--- src/rtl/sdram_aref.sv ---
// sdram_aref: SDRAM auto-refresh generator (W9825G6KH, 100 MHz).
// Times the refresh interval, requests the arbiter, and on grant issues
// PRECHARGE-ALL followed by AREF_NUM AUTO-REFRESH commands, then pulses aref_end.
// Optional macro SDRAM_AREF_OVERRUN_EN adds the sticky aref_overrun output.
module sdram_aref #(
   parameter int AREF_PERIOD = 750,
   parameter int TRP_CLK     = 2,
   parameter int TRFC_CLK    = 7,
   parameter int AREF_NUM    = 2
) (
   input  logic        clk,
   input  logic        rstn,
   input  logic        init_end,
   input  logic        aref_en,
   output logic        aref_req,
   output logic [3:0]  aref_cmd,
   output logic [1:0]  aref_bank,
   output logic [12:0] aref_addr,
   output logic        aref_end
`ifdef SDRAM_AREF_OVERRUN_EN
   ,
   output logic        aref_overrun
`endif
);

   localparam logic [3:0] CMD_NOP  = 4'b0111;
   localparam logic [3:0] CMD_PCH  = 4'b0010;
   localparam logic [3:0] CMD_AREF = 4'b0001;

   localparam int IW = $clog2(AREF_PERIOD);
   localparam logic [IW-1:0] IV_LAST = IW'(AREF_PERIOD - 1);

   // Wait counters count the NOP cycles between commands; the *_LAST
   // values are only reached when the corresponding wait is non-empty.
   localparam int CW = $clog2(TRP_CLK + TRFC_CLK + 1) + 1;
   localparam logic [CW-1:0] TRP_LAST = CW'(TRP_CLK - 2);
   localparam logic [CW-1:0] TRF_LAST = CW'(TRFC_CLK - 2);
   localparam logic [2:0]    AR_NUM   = 3'(AREF_NUM);

   typedef enum logic [2:0] {S_IDLE, S_PCH, S_TRP, S_AR, S_TRF, S_END} state_t;

   state_t        state_q, state_d;
   logic [IW-1:0] iv_q, iv_d;
   logic [CW-1:0] cnt_clk_q, cnt_clk_d;
   logic [2:0]    cnt_ar_q, cnt_ar_d;
   logic          req_q, req_d;
   logic          end_q, end_d;
   logic [3:0]    cmd_q, cmd_d;
   logic [1:0]    bank_q, bank_d;
   logic [12:0]   addr_q, addr_d;
   logic          wrap;

   // Interval counter and request flag; the counter free-runs so intervals are start-to-start
   always_comb begin
      wrap  = init_end && (iv_q == IV_LAST);
      iv_d  = '0;
      req_d = 1'b0;
      if (init_end) begin
         iv_d = wrap ? '0 : iv_q + 1'b1;
         if (wrap)         req_d = 1'b1;
         else if (aref_en) req_d = 1'b0;
         else              req_d = req_q;
      end
   end

   // Sequence FSM next-state: PRECHARGE, tRP wait, then AREF_NUM x (AUTO-REFRESH, tRFC wait)
   always_comb begin
      state_d   = state_q;
      cnt_clk_d = cnt_clk_q;
      cnt_ar_d  = cnt_ar_q;
      case (state_q)
         S_IDLE: begin
            if (aref_en) begin
               state_d  = S_PCH;
               cnt_ar_d = '0;
            end
         end
         S_PCH: begin
            cnt_clk_d = '0;
            state_d   = (TRP_CLK > 1) ? S_TRP : S_AR;
         end
         S_TRP: begin
            if (cnt_clk_q == TRP_LAST) state_d = S_AR;
            else                       cnt_clk_d = cnt_clk_q + 1'b1;
         end
         S_AR: begin
            cnt_ar_d  = cnt_ar_q + 3'd1;
            cnt_clk_d = '0;
            if (TRFC_CLK > 1)                    state_d = S_TRF;
            else if (cnt_ar_q + 3'd1 < AR_NUM)   state_d = S_AR;
            else                                 state_d = S_END;
         end
         S_TRF: begin
            if (cnt_clk_q == TRF_LAST) state_d = (cnt_ar_q < AR_NUM) ? S_AR : S_END;
            else                       cnt_clk_d = cnt_clk_q + 1'b1;
         end
         S_END:   state_d = S_IDLE;
         default: state_d = S_IDLE;
      endcase
   end

   // Registered command outputs decoded from the next state so they line up with it
   always_comb begin
      cmd_d  = CMD_NOP;
      bank_d = 2'b11;
      addr_d = 13'h1fff;
      end_d  = (state_d == S_END);
      case (state_d)
         S_PCH:   cmd_d = CMD_PCH;
         S_AR:    cmd_d = CMD_AREF;
         default: cmd_d = CMD_NOP;
      endcase
   end

   // State and output registers
   always_ff @(posedge clk or negedge rstn) begin
      if (!rstn) begin
         state_q   <= S_IDLE;
         iv_q      <= '0;
         cnt_clk_q <= '0;
         cnt_ar_q  <= '0;
         req_q     <= 1'b0;
         end_q     <= 1'b0;
         cmd_q     <= CMD_NOP;
         bank_q    <= 2'b11;
         addr_q    <= 13'h1fff;
      end else begin
         state_q   <= state_d;
         iv_q      <= iv_d;
         cnt_clk_q <= cnt_clk_d;
         cnt_ar_q  <= cnt_ar_d;
         req_q     <= req_d;
         end_q     <= end_d;
         cmd_q     <= cmd_d;
         bank_q    <= bank_d;
         addr_q    <= addr_d;
      end
   end

   assign aref_req  = req_q;
   assign aref_end  = end_q;
   assign aref_cmd  = cmd_q;
   assign aref_bank = bank_q;
   assign aref_addr = addr_q;

`ifdef SDRAM_AREF_OVERRUN_EN
   logic ovr_q, ovr_d;

   // Sticky flag: an interval elapsed while the previous request was still pending
   always_comb begin
      ovr_d = ovr_q | (wrap & req_q);
   end

   // Overrun register
   always_ff @(posedge clk or negedge rstn) begin
      if (!rstn) ovr_q <= 1'b0;
      else       ovr_q <= ovr_d;
   end

   assign aref_overrun = ovr_q;
`endif

endmodule

--- config.mk ---
export PLATFORM = sky130hd
export DESIGN_NAME = sdram_aref
export DESIGN_NICKNAME = d
export VERILOG_FILES = /design/src/rtl/sdram_aref.sv
export SDC_FILE = /design/constraint.sdc
export NUM_CORES = 1
export LEC_CHECK = 0
export ABC_CLOCK_PERIOD_IN_PS = 1500
export CAP_MARGIN = 40
export CORE_ASPECT_RATIO = 0.8
export CORE_MARGIN = 2
export CORE_UTILIZATION = 25
export DETAILED_ROUTE_END_ITERATION = 10
export SLEW_MARGIN = 40
export SYNTH_ARGS = -nofsm -noshare
export SYNTH_HDL_FRONTEND = slang
export SYNTH_SLANG_ARGS = --single-unit
--- constraint.sdc ---
create_clock -name clk -period 1.5 [get_ports clk]
set_input_delay 0.15 -clock clk [delete_from_list [all_inputs] [get_ports clk]]
set_output_delay 0.15 -clock clk [all_outputs]
set_load 0.05 [all_outputs]
==> results of run 1 <==
==> how the worst min path moves through the flow <==
stage                            from     endpoint  slack, ns  cells after the start
after floorplan                  rstn     aref_end      -0.15                      0
after global placement    cnt_ar_q[2]  cnt_ar_q[2]       0.51                      2
after detailed placement  cnt_ar_q[2]  cnt_ar_q[2]       0.52                      2
after CTS                        rstn  cnt_ar_q[2]       0.25                      2
after global routing             rstn     aref_req       0.26                      2
final                            rstn      iv_q[0]       0.23                      2
==> kinds of logic (layout without fill, tap and decap cells) <==
kind of cell,Yosys count,after routing,synth area share
and+or+nand+nor,65,65,0.2333
DFF,26,26,0.4588
buffers and inverters,23,31,0.1088
AOI/OAI and AO/OA,10,10,0.05878
xor gates and xnor gates,10,10,0.06140
adders and majority gates,6,6,0.05263
muxes,3,3,0.02105
other,2,16,0.005265
==> metrics by stage <==
| step | setup slack [ns] | TNS [ns] | instances |
|---|---|---|---|
| global placement | -0.01703 | -0.04587 | 238 |
| finish | -0.1012 | -0.2707 | 245 |
| floorplan | 0.006288 | 0 | 159 |
| global route | -0.1549 | -0.6376 | 245 |
| CTS | -0.07202 | -0.1759 | 244 |
| detailed placement | -0.07090 | -0.2010 | 238 |
==> registers in the layout, summed over array words and instances, names as in the netlist <==
name / count
aref_req: 1
state_q: 3
iv_q: 10
aref_cmd: 3
cnt_clk_q: 5
cnt_ar_q: 3
aref_end: 1
==> cell usage in the layout, fill, tap and decap left out, types with 2 or more instances in the layout <==
| cell | netlist | final |
|---|---|---|
| sky130_fd_sc_hd__nor2_1 | 23 | 23 |
| sky130_fd_sc_hd__dfrtp_1 | 23 | 23 |
| sky130_fd_sc_hd__conb_1 | 2 | 16 |
| sky130_fd_sc_hd__buf_4 | 16 | 14 |
| sky130_fd_sc_hd__nand2_1 | 11 | 10 |
| sky130_fd_sc_hd__nand3_1 | 9 | 9 |
| sky130_fd_sc_hd__xnor2_1 | 6 | 6 |
| sky130_fd_sc_hd__nand4_1 | 6 | 6 |
| sky130_fd_sc_hd__nand2b_1 | 5 | 5 |
| sky130_fd_sc_hd__a21oi_1 | 5 | 5 |
| sky130_fd_sc_hd__xor2_1 | 4 | 4 |
| sky130_fd_sc_hd__ha_1 | 6 | 4 |
| sky130_fd_sc_hd__buf_12 | 0 | 4 |
| sky130_fd_sc_hd__inv_1 | 4 | 3 |
| sky130_fd_sc_hd__mux2i_1 | 3 | 3 |
| sky130_fd_sc_hd__dfstp_2 | 3 | 3 |
| sky130_fd_sc_hd__clkbuf_8 | 0 | 3 |
| sky130_fd_sc_hd__clkdlybuf4s50_1 | 0 | 3 |
| sky130_fd_sc_hd__and2_1 | 2 | 2 |
| sky130_fd_sc_hd__nor3_1 | 2 | 2 |
| sky130_fd_sc_hd__ha_4 | 0 | 2 |
| sky130_fd_sc_hd__buf_6 | 1 | 2 |
==> metal layers <==
layer	up-vias	wire length, um	GRT usage
li1	494	-	-
met1	459	1250	0.1154
met2	23	1126	0.1337
met3	10	76	0.02074
met4	0	116	0.06229
met5	-	0	0
==> report_power, final <==
group | internal, mW | leakage [nW] | total, mW | switching, mW
Clock | 0.357 | 0.0357 | 0.586 | 0.228
Sequential | 0.850 | 0.343 | 0.939 | 0.0889
Combinational | 0.541 | 0.438 | 1.24 | 0.701
Total | 1.75 | 0.817 | 2.77 | 1.02
==> timing repair <==
item | CTS | global route
setup buffers | 2 | 1
setup endpoints to repair | 5 | 16
gates cloned | 0 | 0
gates resized for setup | 6 | 4
pin swaps | 4 | 4
hold endpoints to repair | 0 | 0
hold buffers | 0 | 0
==> final cells by class <==
cell class / count / area share
clock buffer: 3 / 0.02309
clock inverter: 1 / 0.01680
inverter: 4 / 0.008398
multi-input combinational: 110 / 0.3982
sequential: 26 / 0.3660
tap: 78 / 0.05458
timing repair buffer: 23 / 0.1330
==> worst max-delay path: stages (launching register included) <==
cell and delay, ns:
sky130_fd_sc_hd__dfrtp_1 0.40, sky130_fd_sc_hd__buf_6 0.13, sky130_fd_sc_hd__ha_4 0.14, sky130_fd_sc_hd__and4bb_2 0.25, sky130_fd_sc_hd__o32ai_4 0.23, sky130_fd_sc_hd__nand4_1 0.20, sky130_fd_sc_hd__mux2i_1 0.15
==> impl_summary.md, run 1 <==
Detailed routing
Dividing the detail-routed wire length by the instance count gives 10.49 um. The iteration-0 DRC count of the detailed router is 45. The mean number of vias per cell is 4.024. In this run the remaining antenna-violating nets after routing total 0.

Detailed routing inserted a total of 986 vias. The final wirelength is 2.569 mm. The count of unresolved DRC violations after routing is 0. The total iterations of the first detailed-routing run is 4.

Setup path
The first element of the critical path is cnt_clk_q[0]. The endpoint class of the critical path is a flop. The endpoint of the worst setup timing path is cnt_clk_q[3].

At the worst endpoint, the required time is 1.66 ns. The type of element launching the critical path is a flop. Setup slack on the worst reg-to-reg path comes out at -0.10 ns. The worst setup path category is flop to flop. The depth of the worst register-to-register path is 6.

The startpoint of the worst-slack reg-to-reg timing path is cnt_clk_q[0]. The biggest fanout along the worst timing path is 6. The worst register-to-register path ends at cnt_clk_q[3]. The data arrival at the endpoint of the critical path is 1.77 ns.

Yosys
The share of the Yosys chip area taken by registers is 0.4588. The largest total area in the synthesized netlist belongs to sky130_fd_sc_hd__dfrtp_1. By area the synthesized netlist is led by sky130_fd_sc_hd__dfrtp_1, sky130_fd_sc_hd__buf_4, sky130_fd_sc_hd__nor2_1. The predominant post-synthesis flop cell is sky130_fd_sc_hd__dfrtp_1. Of all flip-flops after synthesis, the portion carrying an async set or reset was 1.000. The synthesized area per cell is 9.837 um2. Of the post-synthesis cell area, the dominant cell type holds 0.4035. The number of warnings issued by yosys is 0. After synthesis the cells add up to 0.001426 mm2. In the synthesized netlist, the cells that appear most often are sky130_fd_sc_hd__dfrtp_1, sky130_fd_sc_hd__nor2_1, sky130_fd_sc_hd__buf_4.

The post-synthesis sequential element count is 26. The number of synthesized flops with an enable pin is 0. The number of standard cells after synthesis is 145. The number of different library cells used by synthesis comes to 32.

Placement
The count of buffers added on input and output ports is 8. At the end of routability-driven placement, the weighted congestion stood at 0.8057. The HPWL after detailed placement is 1.862 mm. The cell area after placement is 0.001644 mm2.

Clock tree
The number of clock buffers added by TritonCTS is 3. CTS placed an instance of sky130_fd_sc_hd__clkbuf_8 at the clock tree root. The deepest clock path buffer count is 2. Clock-pin slew was measured on the worst setup and hold paths at 0.09 ns.

The number of clock sinks seen by CTS is 26. The H-tree level count is 1. The clock reaches the later pin of the worst-skew pair after 0.27 ns. The TritonCTS clock tree is done.

Global routing
The total congestion overflow after global routing is 0. Entering global routing, the biggest net connects 27 pins. The initial antenna violation count is 0. The via count of the first global-routing pass came to 983. The global-route wire length before repair is 4.429 mm. In the global route stage, overall resource usage came out at 0.09001.

Timing
The worst setup slack after layout is -0.1012 ns. Counting I/O delays and the setup requirement, the final critical path takes 1.601 ns. The hold violation total from the final report is 0. The period utilization is 1.067. The highest clock rate is 0.6245 GHz. On the final layout, the worst clock skew is 0.004839 ns. The worst hold slack after final layout is 0.2335 ns.

The number of max-slew violations in the final report is 0. Setup repair after global routing could not meet its margin everywhere. The number of failing setup endpoints in the final timing report is 5.

Final layout
At the end of the flow, the number of nets in the layout was 178. The area growth from synthesis to layout is 25.35%. After routing the design area is 0.001788 mm2. Summing all multi-input logic gate instances after layout gives 711.9 um2. Counting the fill cells in the layout gives 576. For this run, the share of the core covered by cells in the final layout is 0.3272.

The area taken by flip-flops and latches is 654.4 um2. The layout cell share with drive strength beyond 1 is 0.2216. The number of antenna repair diodes is 0.

Job
The tool flagged a number of max-cap violations equal to 0.

Die
The placeable core region is 0.005465 mm2. The area of the die is 0.006329 mm2. The initialized floorplan defines 24 standard-cell rows.

For this configuration, the core starts out at a cell density of 0.2610. The die boundary height is 71.56 um. The I/O pin count is 25. The die is 88.45 um wide.

Power
The worst ir drop on vdd is 392.7 uV. In this run the static leakage power is 0.8166 nW. The power per standard cell area is 1548 mW/mm2. Summing internal, switching and leakage power gives 2.767 mW.

Worst hold path
The path class of the tightest hold or removal check is input pin to async pin.

Outcome
The flow ran to the end, but the final reports show violations. The final reports fail on negative setup slack.
No activity file was read; power rests on OpenSTA's default activity.
==> run 2: changes to the inputs <==
--- a/config.mk
+++ b/config.mk
@@ -11,6 +11,7 @@
 export CORE_MARGIN = 2
 export CORE_UTILIZATION = 25
 export DETAILED_ROUTE_END_ITERATION = 10
+export SKIP_LAST_GASP = 1
 export SLEW_MARGIN = 40
 export SYNTH_ARGS = -nofsm -noshare
 export SYNTH_HDL_FRONTEND = slang
==> impl_summary.md, run 2 (synthesis gave the netlist of run 1 again) <==
Die
The die boundary height is 71.56 um (unchanged). The placeable core region is 0.005465 mm2 (unchanged). The placement row count came to 24 (unchanged). The starting density of the core came to 0.2610 (unchanged). The area of the die is 0.006329 mm2 (unchanged). The die span in x is 88.45 um (unchanged). The I/O pin count is 25 (unchanged).

Setup path
The family with the most delay on the worst path was simple AND/OR/NAND/NOR gates (unchanged). The worst setup path category is flop to flop (unchanged). The critical path required time is 1.67 ns (was 1.66 ns). The type of element launching the critical path is a flop (unchanged).

The biggest fanout along the worst timing path came to 6 (unchanged). The data arrival at the endpoint of the critical path was 1.73 ns (was 1.77 ns). The number of buffer and inverter stages on the critical path is 1 (unchanged). The cell with the largest stage delay on the worst path is sky130_fd_sc_hd__dfrtp_1 (unchanged). The largest stage delay on the critical path is 0.40 ns (about the same). The endpoint class of the critical path is a flop (unchanged).

Cell chain of the critical path: buf_6 -> ha_4 -> and4bb_2 -> o32ai_4 -> nand4_1 -> mux2i_1 (unchanged).

Clock tree
The TritonCTS clock tree is done (unchanged). The number of CTS-inserted buffers is 3 (unchanged). The number of hold buffers added after cts came to 0 (unchanged). The H-tree level count is 1 (unchanged). The clock input transition at the sequential cells of the worst setup and hold paths is 0.09 ns (about the same). The number of clock sinks seen by CTS is 26 (unchanged).

The clock tree root driver cell is sky130_fd_sc_hd__clkbuf_8 (unchanged). The deepest clock path buffer count was 2 (unchanged). The latest clock arrival within the worst-skew pair came to 0.27 ns (about the same).

Detailed routing
The total number of vias came to 989 (was 986). The iteration-0 DRC count of the detailed router is 37 (was 45). The total iterations of the first detailed-routing run is 4 (unchanged).

The wire length per cell after detailed routing was 10.21 um (was 10.49 um). The final wirelength came to 2.502 mm (was 2.569 mm). The mean number of vias per cell is 4.037 (was 4.024). The count of nets left with antenna violations after detail routing is 0 (unchanged). The count of unresolved DRC violations after routing is 0 (unchanged).

Power
The power per standard cell area is 1547 mW/mm2 (was 1548 mW/mm2). The total design power came to 2.740 mW (was 2.767 mW). The static leakage was 0.8120 nW (was 0.8166 nW).

The worst ir drop on vdd is 394.9 uV (was 392.7 uV).

Placement
The number of instances in the placed design is 238 (unchanged). The final estimated routing congestion in global placement came to 0.8057 (unchanged). The cell area after placement is 0.001644 mm2 (unchanged).

The total half-perimeter wirelength after legalization and detailed placement is 1.862 mm (unchanged). The number of port buffers was 8 (unchanged).

Worst hold path
The path category of the worst min-delay check was input pin to async pin (unchanged).

Timing
The highest clock rate is 0.6387 GHz (was 0.6245 GHz). The clock period minus final worst setup slack is 1.566 ns (was 1.601 ns). The period utilization is 1.044 (was 1.067). The largest clock skew in the final design is 0.001911 ns (was 0.004839 ns).

The number of max-slew violations in the final report is 0 (unchanged). The worst setup slack after layout is -0.06574 ns (was -0.1012 ns). The hold violation total from the final report is 0 (unchanged). The final-layout setup total negative slack was -0.1538 ns (was -0.2707 ns). RSZ-0062 raised after global routing: true (unchanged). The number of failing setup endpoints in the final timing report came to 5 (unchanged).

Global routing
The overall track demand over capacity in global routing is 0.08929 (was 0.09001). The met1 demand-to-capacity share in global routing came to 0.1118 (was 0.1154). The via count of the first global-routing pass was 977 (was 983). The global routing usage on met3 is 0.01959 (was 0.02074). The initial antenna violation count is 0 (unchanged). The most congested layer reported by global routing is met2 (unchanged). The total congestion overflow after global routing was 0 (unchanged). The routing usage on met2 is 0.1404 (was 0.1337). The largest net degree at the start of global routing came to 27 (unchanged). The global-route wire length before repair was 4.409 mm (was 4.429 mm).

Final layout
The number of flip-flops under the largest register name came to 10 (unchanged). The final instance count without filler cells is 245 (unchanged). Commonest cells after routing, fill and taps aside: sky130_fd_sc_hd__nor2_1, sky130_fd_sc_hd__dfrtp_1, sky130_fd_sc_hd__conb_1, sky130_fd_sc_hd__buf_4, sky130_fd_sc_hd__nand2_1 (unchanged). The area growth from synthesis to layout is 24.21% (was 25.35%). Registers with the most flip-flops: iv_q x10, cnt_clk_q x5 (unchanged). The layout cell share with drive strength beyond 1 is 0.2156 (was 0.2216). The total non-filler cell area in the finished layout was 0.001772 mm2 (was 0.001788 mm2). The largest register by flop count is iv_q (unchanged). The number of antenna repair diodes is 0 (unchanged). The net total in the final layout was 178 (unchanged).

Job
The max-capacitance violation count is 0 (unchanged).

Outcome
Run status: complete, but fails checks (unchanged). Violations in the final reports: negative setup slack (unchanged).
## run 2: cell count changes in the layout (fill, tap and decap cells not counted)
cell and change:
sky130_fd_sc_hd__ha_2 +1, sky130_fd_sc_hd__nand2_2 -1, sky130_fd_sc_hd__buf_4 +1, sky130_fd_sc_hd__ha_4 -1, sky130_fd_sc_hd__nand2_1 +1, sky130_fd_sc_hd__buf_6 -1
## run 2: stage by stage
step	worst slack, ns	utilization	hold WS (ns)
final	-0.06574	0.3242	0.2348
after detailed placement	-0.07090	0.3008	0.5235
after global placement	-0.01703	0.3008	0.5148
after CTS	-0.07881	0.3198	0.2515
after floorplan	0.006288	-	-0.1456
after global routing	-0.1213	0.3242	0.2624
## run 2: routing by layer
layer / vias up / wire [um]
met5: - / 0
met2: 24 / 1110
met4: 0 / 102
met1: 463 / 1197
li1: 494 / -
met3: 8 / 91
## run 2: power breakdown
part / total (mW) / leakage (nW) / internal, mW / switching (mW)
combinational: 1.22 / 0.434 / 0.533 / 0.690
clock: 0.580 / 0.0357 / 0.357 / 0.223
sequential: 0.937 / 0.343 / 0.850 / 0.0870
## run 2: path summary, 6_finish.rpt
check | cells past startpoint | endpoint | start | slack (ns)
max | 6 | cnt_clk_q[3] | cnt_clk_q[0] | -0.07
min | 2 | cnt_clk_q[1] | rstn | 0.23
max reg2reg | 6 | cnt_clk_q[3] | cnt_clk_q[0] | -0.07
min reg2reg | 2 | cnt_ar_q[2] | cnt_ar_q[2] | 0.54
max in group asynchronous | 2 | aref_cmd[2] | rstn | 0.97
min in group clk | 2 | aref_req | init_end | 0.46
## run 2: cell type report
type                            instances  area (um2)
Multi-Input combinational cell        110       699.4
Timing Repair Buffer                   23       234.0
Sequential cell                        26       654.4
Clock buffer                            3       41.29
Inverter                                4       15.01
Tap cell                               78       97.59
Clock inverter                          1       30.03
Fill cell                             581        3694
## run 2: worst reg2reg max path, delay by kind of cell, from the launching register on
kind	cells	cell delay (ns)
AOI/OAI and AO/OA	1	0.20
adders and majority gates	1	0.14
buffers and inverters	1	0.13
DFF	1	0.40
muxes	1	0.15
and+or+nand+nor	2	0.44
## run 2: repair_timing
| item | in CTS | in global routing |
|---|---|---|
| endpoints found under the setup margin | 5 | 19 |
| hold endpoints to repair | 0 | 0 |
| pin swaps | 2 | 4 |
| buffers inserted | 2 | 1 |
| gates resized for setup | 4 | 3 |
==> run 3: changes to the inputs <==
--- a/config.mk
+++ b/config.mk
@@ -9,8 +9,9 @@
 export CAP_MARGIN = 40
 export CORE_ASPECT_RATIO = 0.8
 export CORE_MARGIN = 2
-export CORE_UTILIZATION = 25
+export CORE_UTILIZATION = 47
 export DETAILED_ROUTE_END_ITERATION = 10
+export PLACE_DENSITY = 0.75
 export SKIP_LAST_GASP = 1
 export SLEW_MARGIN = 40
 export SYNTH_ARGS = -nofsm -noshare
==> impl_summary.md, run 3 (synthesis gave the netlist of run 1 again) <==
Setup path
The cell with the largest stage delay on the worst path is sky130_fd_sc_hd__dfrtp_1 (unchanged). Cell chain of the critical path: buf_6 -> ha_4 -> and4bb_2 -> o32ai_4 -> a21oi_1 -> a31o_1 (was buf_6 -> ha_4 -> and4bb_2 -> o32ai_4 -> nand4_1 -> mux2i_1). The largest stage delay on the critical path is 0.41 ns (was 0.40 ns). The reg-to-reg critical path endpoint is cnt_clk_q[2] (was cnt_clk_q[3]). The number of buffer and inverter stages on the critical path was 1 (unchanged). The startpoint of the worst-slack reg-to-reg timing path is cnt_clk_q[0] (unchanged). The critical path required time is 1.66 ns (was 1.67 ns). The family with the most delay on the worst path was compound AO/OA/AOI/OAI gates (was simple AND/OR/NAND/NOR gates).

The first element of the critical path is cnt_clk_q[0] (unchanged). The flop-to-flop setup slack is -0.06 ns (was -0.07 ns). The endpoint class of the critical path is a flop (unchanged). The data arrival at the endpoint of the critical path is 1.72 ns (was 1.73 ns).

The type of element launching the critical path was a flop (unchanged). The endpoint of the worst setup timing path is cnt_clk_q[2] (was cnt_clk_q[3]). The number of gates on the worst path with buffers counted is 6 (unchanged). The biggest fanout along the worst timing path is 6 (unchanged). The depth of the worst register-to-register path is 6 (unchanged). The worst setup path category is flop to flop (unchanged).

Clock tree
The clock input transition at the sequential cells of the worst setup and hold paths is 0.09 ns (about the same). The clock tree root driver cell is sky130_fd_sc_hd__clkbuf_8 (unchanged). The latest clock arrival within the worst-skew pair is 0.27 ns (about the same). The number of clock sinks seen by CTS is 26 (unchanged). The TritonCTS clock tree is done (unchanged). The deepest clock path buffer count is 2 (unchanged). The number of CTS-inserted buffers is 3 (unchanged).

The H-tree level count is 1 (unchanged).

Detailed routing
The total iterations of the first detailed-routing run is 4 (unchanged). The final wirelength is 2.655 mm (was 2.502 mm). The count of unresolved DRC violations after routing is 0 (unchanged). The count of nets left with antenna violations after detail routing is 0 (unchanged). The wire length per cell after detailed routing is 13.01 um (was 10.21 um).

The iteration-0 DRC count of the detailed router was 70 (was 37). The mean number of vias per cell is 5.152 (was 4.037). The total number of vias is 1051 (was 989).

Global routing
The total congestion overflow after global routing was 0 (unchanged). The met1 demand-to-capacity share in global routing is 0.1935 (was 0.1118). The global-route wire length before repair is 4.485 mm (was 4.409 mm).

The global routing usage on met3 is 0.04681 (was 0.01959). The overall track demand over capacity in global routing was 0.1719 (was 0.08929). The routing usage on met2 is 0.2976 (was 0.1404). The initial antenna violation count came to 0 (unchanged).

The via count of the first global-routing pass is 1081 (was 977). The largest net degree at the start of global routing is 27 (unchanged). The most congested layer reported by global routing is met2 (unchanged).

Final layout
The net total in the final layout was 177 (was 178). The layout cell share with drive strength beyond 1 is 0.2229 (was 0.2156). The final instance count without filler cells is 204 (was 245).

Commonest cells after routing, fill and taps aside: sky130_fd_sc_hd__nor2_1, sky130_fd_sc_hd__dfrtp_1, sky130_fd_sc_hd__conb_1, sky130_fd_sc_hd__buf_4, sky130_fd_sc_hd__nand2_1 (unchanged). The area growth from synthesis to layout is 21.49% (was 24.21%). The total non-filler cell area in the finished layout is 0.001733 mm2 (was 0.001772 mm2). The number of antenna repair diodes came to 0 (unchanged). The number of flip-flops under the largest register name is 10 (unchanged). The largest register by flop count is iv_q (unchanged). Registers with the most flip-flops: iv_q x10, cnt_clk_q x5 (unchanged). The final core area utilization was 0.6126 (was 0.3242).

Timing
The period utilization is 1.042 (was 1.044). RSZ-0062 raised after global routing: true (unchanged). The final-layout setup total negative slack is -0.1879 ns (was -0.1538 ns). The hold violation total from the final report came to 0 (unchanged). The largest clock skew in the final design is 0.002138 ns (was 0.001911 ns). The number of max-slew violations in the final report is 0 (unchanged).

The clock period minus final worst setup slack is 1.563 ns (was 1.566 ns). The worst setup slack after layout came to -0.06316 ns (was -0.06574 ns). The worst hold slack after final layout is 0.2322 ns (was 0.2348 ns). The number of failing setup endpoints in the final timing report is 4 (was 5). The highest clock rate is 0.6397 GHz (was 0.6387 GHz).

Power
The worst ir drop on vdd was 523.2 uV (was 394.9 uV). The static leakage was 0.8164 nW (was 0.8120 nW). The power per standard cell area came to 1636 mW/mm2 (was 1547 mW/mm2). The total design power is 2.835 mW (was 2.740 mW).

Die
The I/O pin count was 25 (unchanged). The die span in x is 65.59 um (was 88.45 um). The die boundary height is 53.28 um (was 71.56 um).

The placement row count was 17 (was 24). The area of the die is 0.003494 mm2 (was 0.006329 mm2). The placeable core region is 0.002829 mm2 (was 0.005465 mm2).

The starting density of the core is 0.5042 (was 0.2610).

Worst hold path
The path category of the worst min-delay check is input pin to async pin (unchanged).

Placement
The number of instances in the placed design is 197 (was 238). The number of port buffers came to 8 (unchanged). The final estimated routing congestion in global placement came to 0.7920 (was 0.8057).

The worst slack at placement is -0.06631 ns (was -0.07090 ns). The total half-perimeter wirelength after legalization and detailed placement was 1.885 mm (was 1.862 mm). The cell area after placement is 0.001587 mm2 (was 0.001644 mm2).

Job
The max-capacitance violation count is 0 (unchanged).

Outcome
Run status: complete, but fails checks (unchanged). Violations in the final reports: negative setup slack (unchanged).
-- run 3: timing repair --
| item | 4_1_cts | 5_1_grt |
|---|---|---|
| resized for setup | 6 | 4 |
| setup buffers | 1 | 2 |
| hold buffers | 0 | 0 |
| pin swaps | 3 | 4 |
| setup endpoints to repair | 4 | 9 |
-- run 3: report_power, final --
group	switching (mW)	internal [mW]	total, mW
combinational	0.736	0.579	1.31
clock	0.218	0.357	0.575
sequential	0.0946	0.850	0.945
total	1.05	1.79	2.83
-- run 3: per-layer routing --
metal	up-vias	wire [um]	part of all wire
met5	-	0	0
met4	0	77	0.029
met1	504	1137	0.43
met2	48	1290	0.49
li1	491	-	-
met3	8	149	0.056
-- run 3: cell type report --
cell class                      instances  area [um2]
Clock inverter                          1       30.03
Clock buffer                            3       41.29
Inverter                                4       15.01
Fill cell                             220        1096
Timing Repair Buffer                   22       226.5
Multi-Input combinational cell        110       718.2
Sequential cell                        26       654.4
Tap cell                               38       47.55
-- run 3: worst min path at each step --
stage	end	cells past startpoint	start
global placement	cnt_ar_q[2]	2	cnt_ar_q[2]
CTS	iv_q[0]	2	rstn
floorplan	aref_end	0	rstn
detailed placement	cnt_ar_q[2]	2	cnt_ar_q[2]
global route	iv_q[0]	2	rstn
finish	cnt_clk_q[0]	2	rstn
-- run 3: worst reg2reg max path, cell delays in order (launching register included) --
cell and delay [ns]:
sky130_fd_sc_hd__dfrtp_1 0.41, sky130_fd_sc_hd__buf_6 0.13, sky130_fd_sc_hd__ha_4 0.14, sky130_fd_sc_hd__and4bb_2 0.25, sky130_fd_sc_hd__o32ai_4 0.17, sky130_fd_sc_hd__a21oi_1 0.14
sky130_fd_sc_hd__a31o_1 0.21
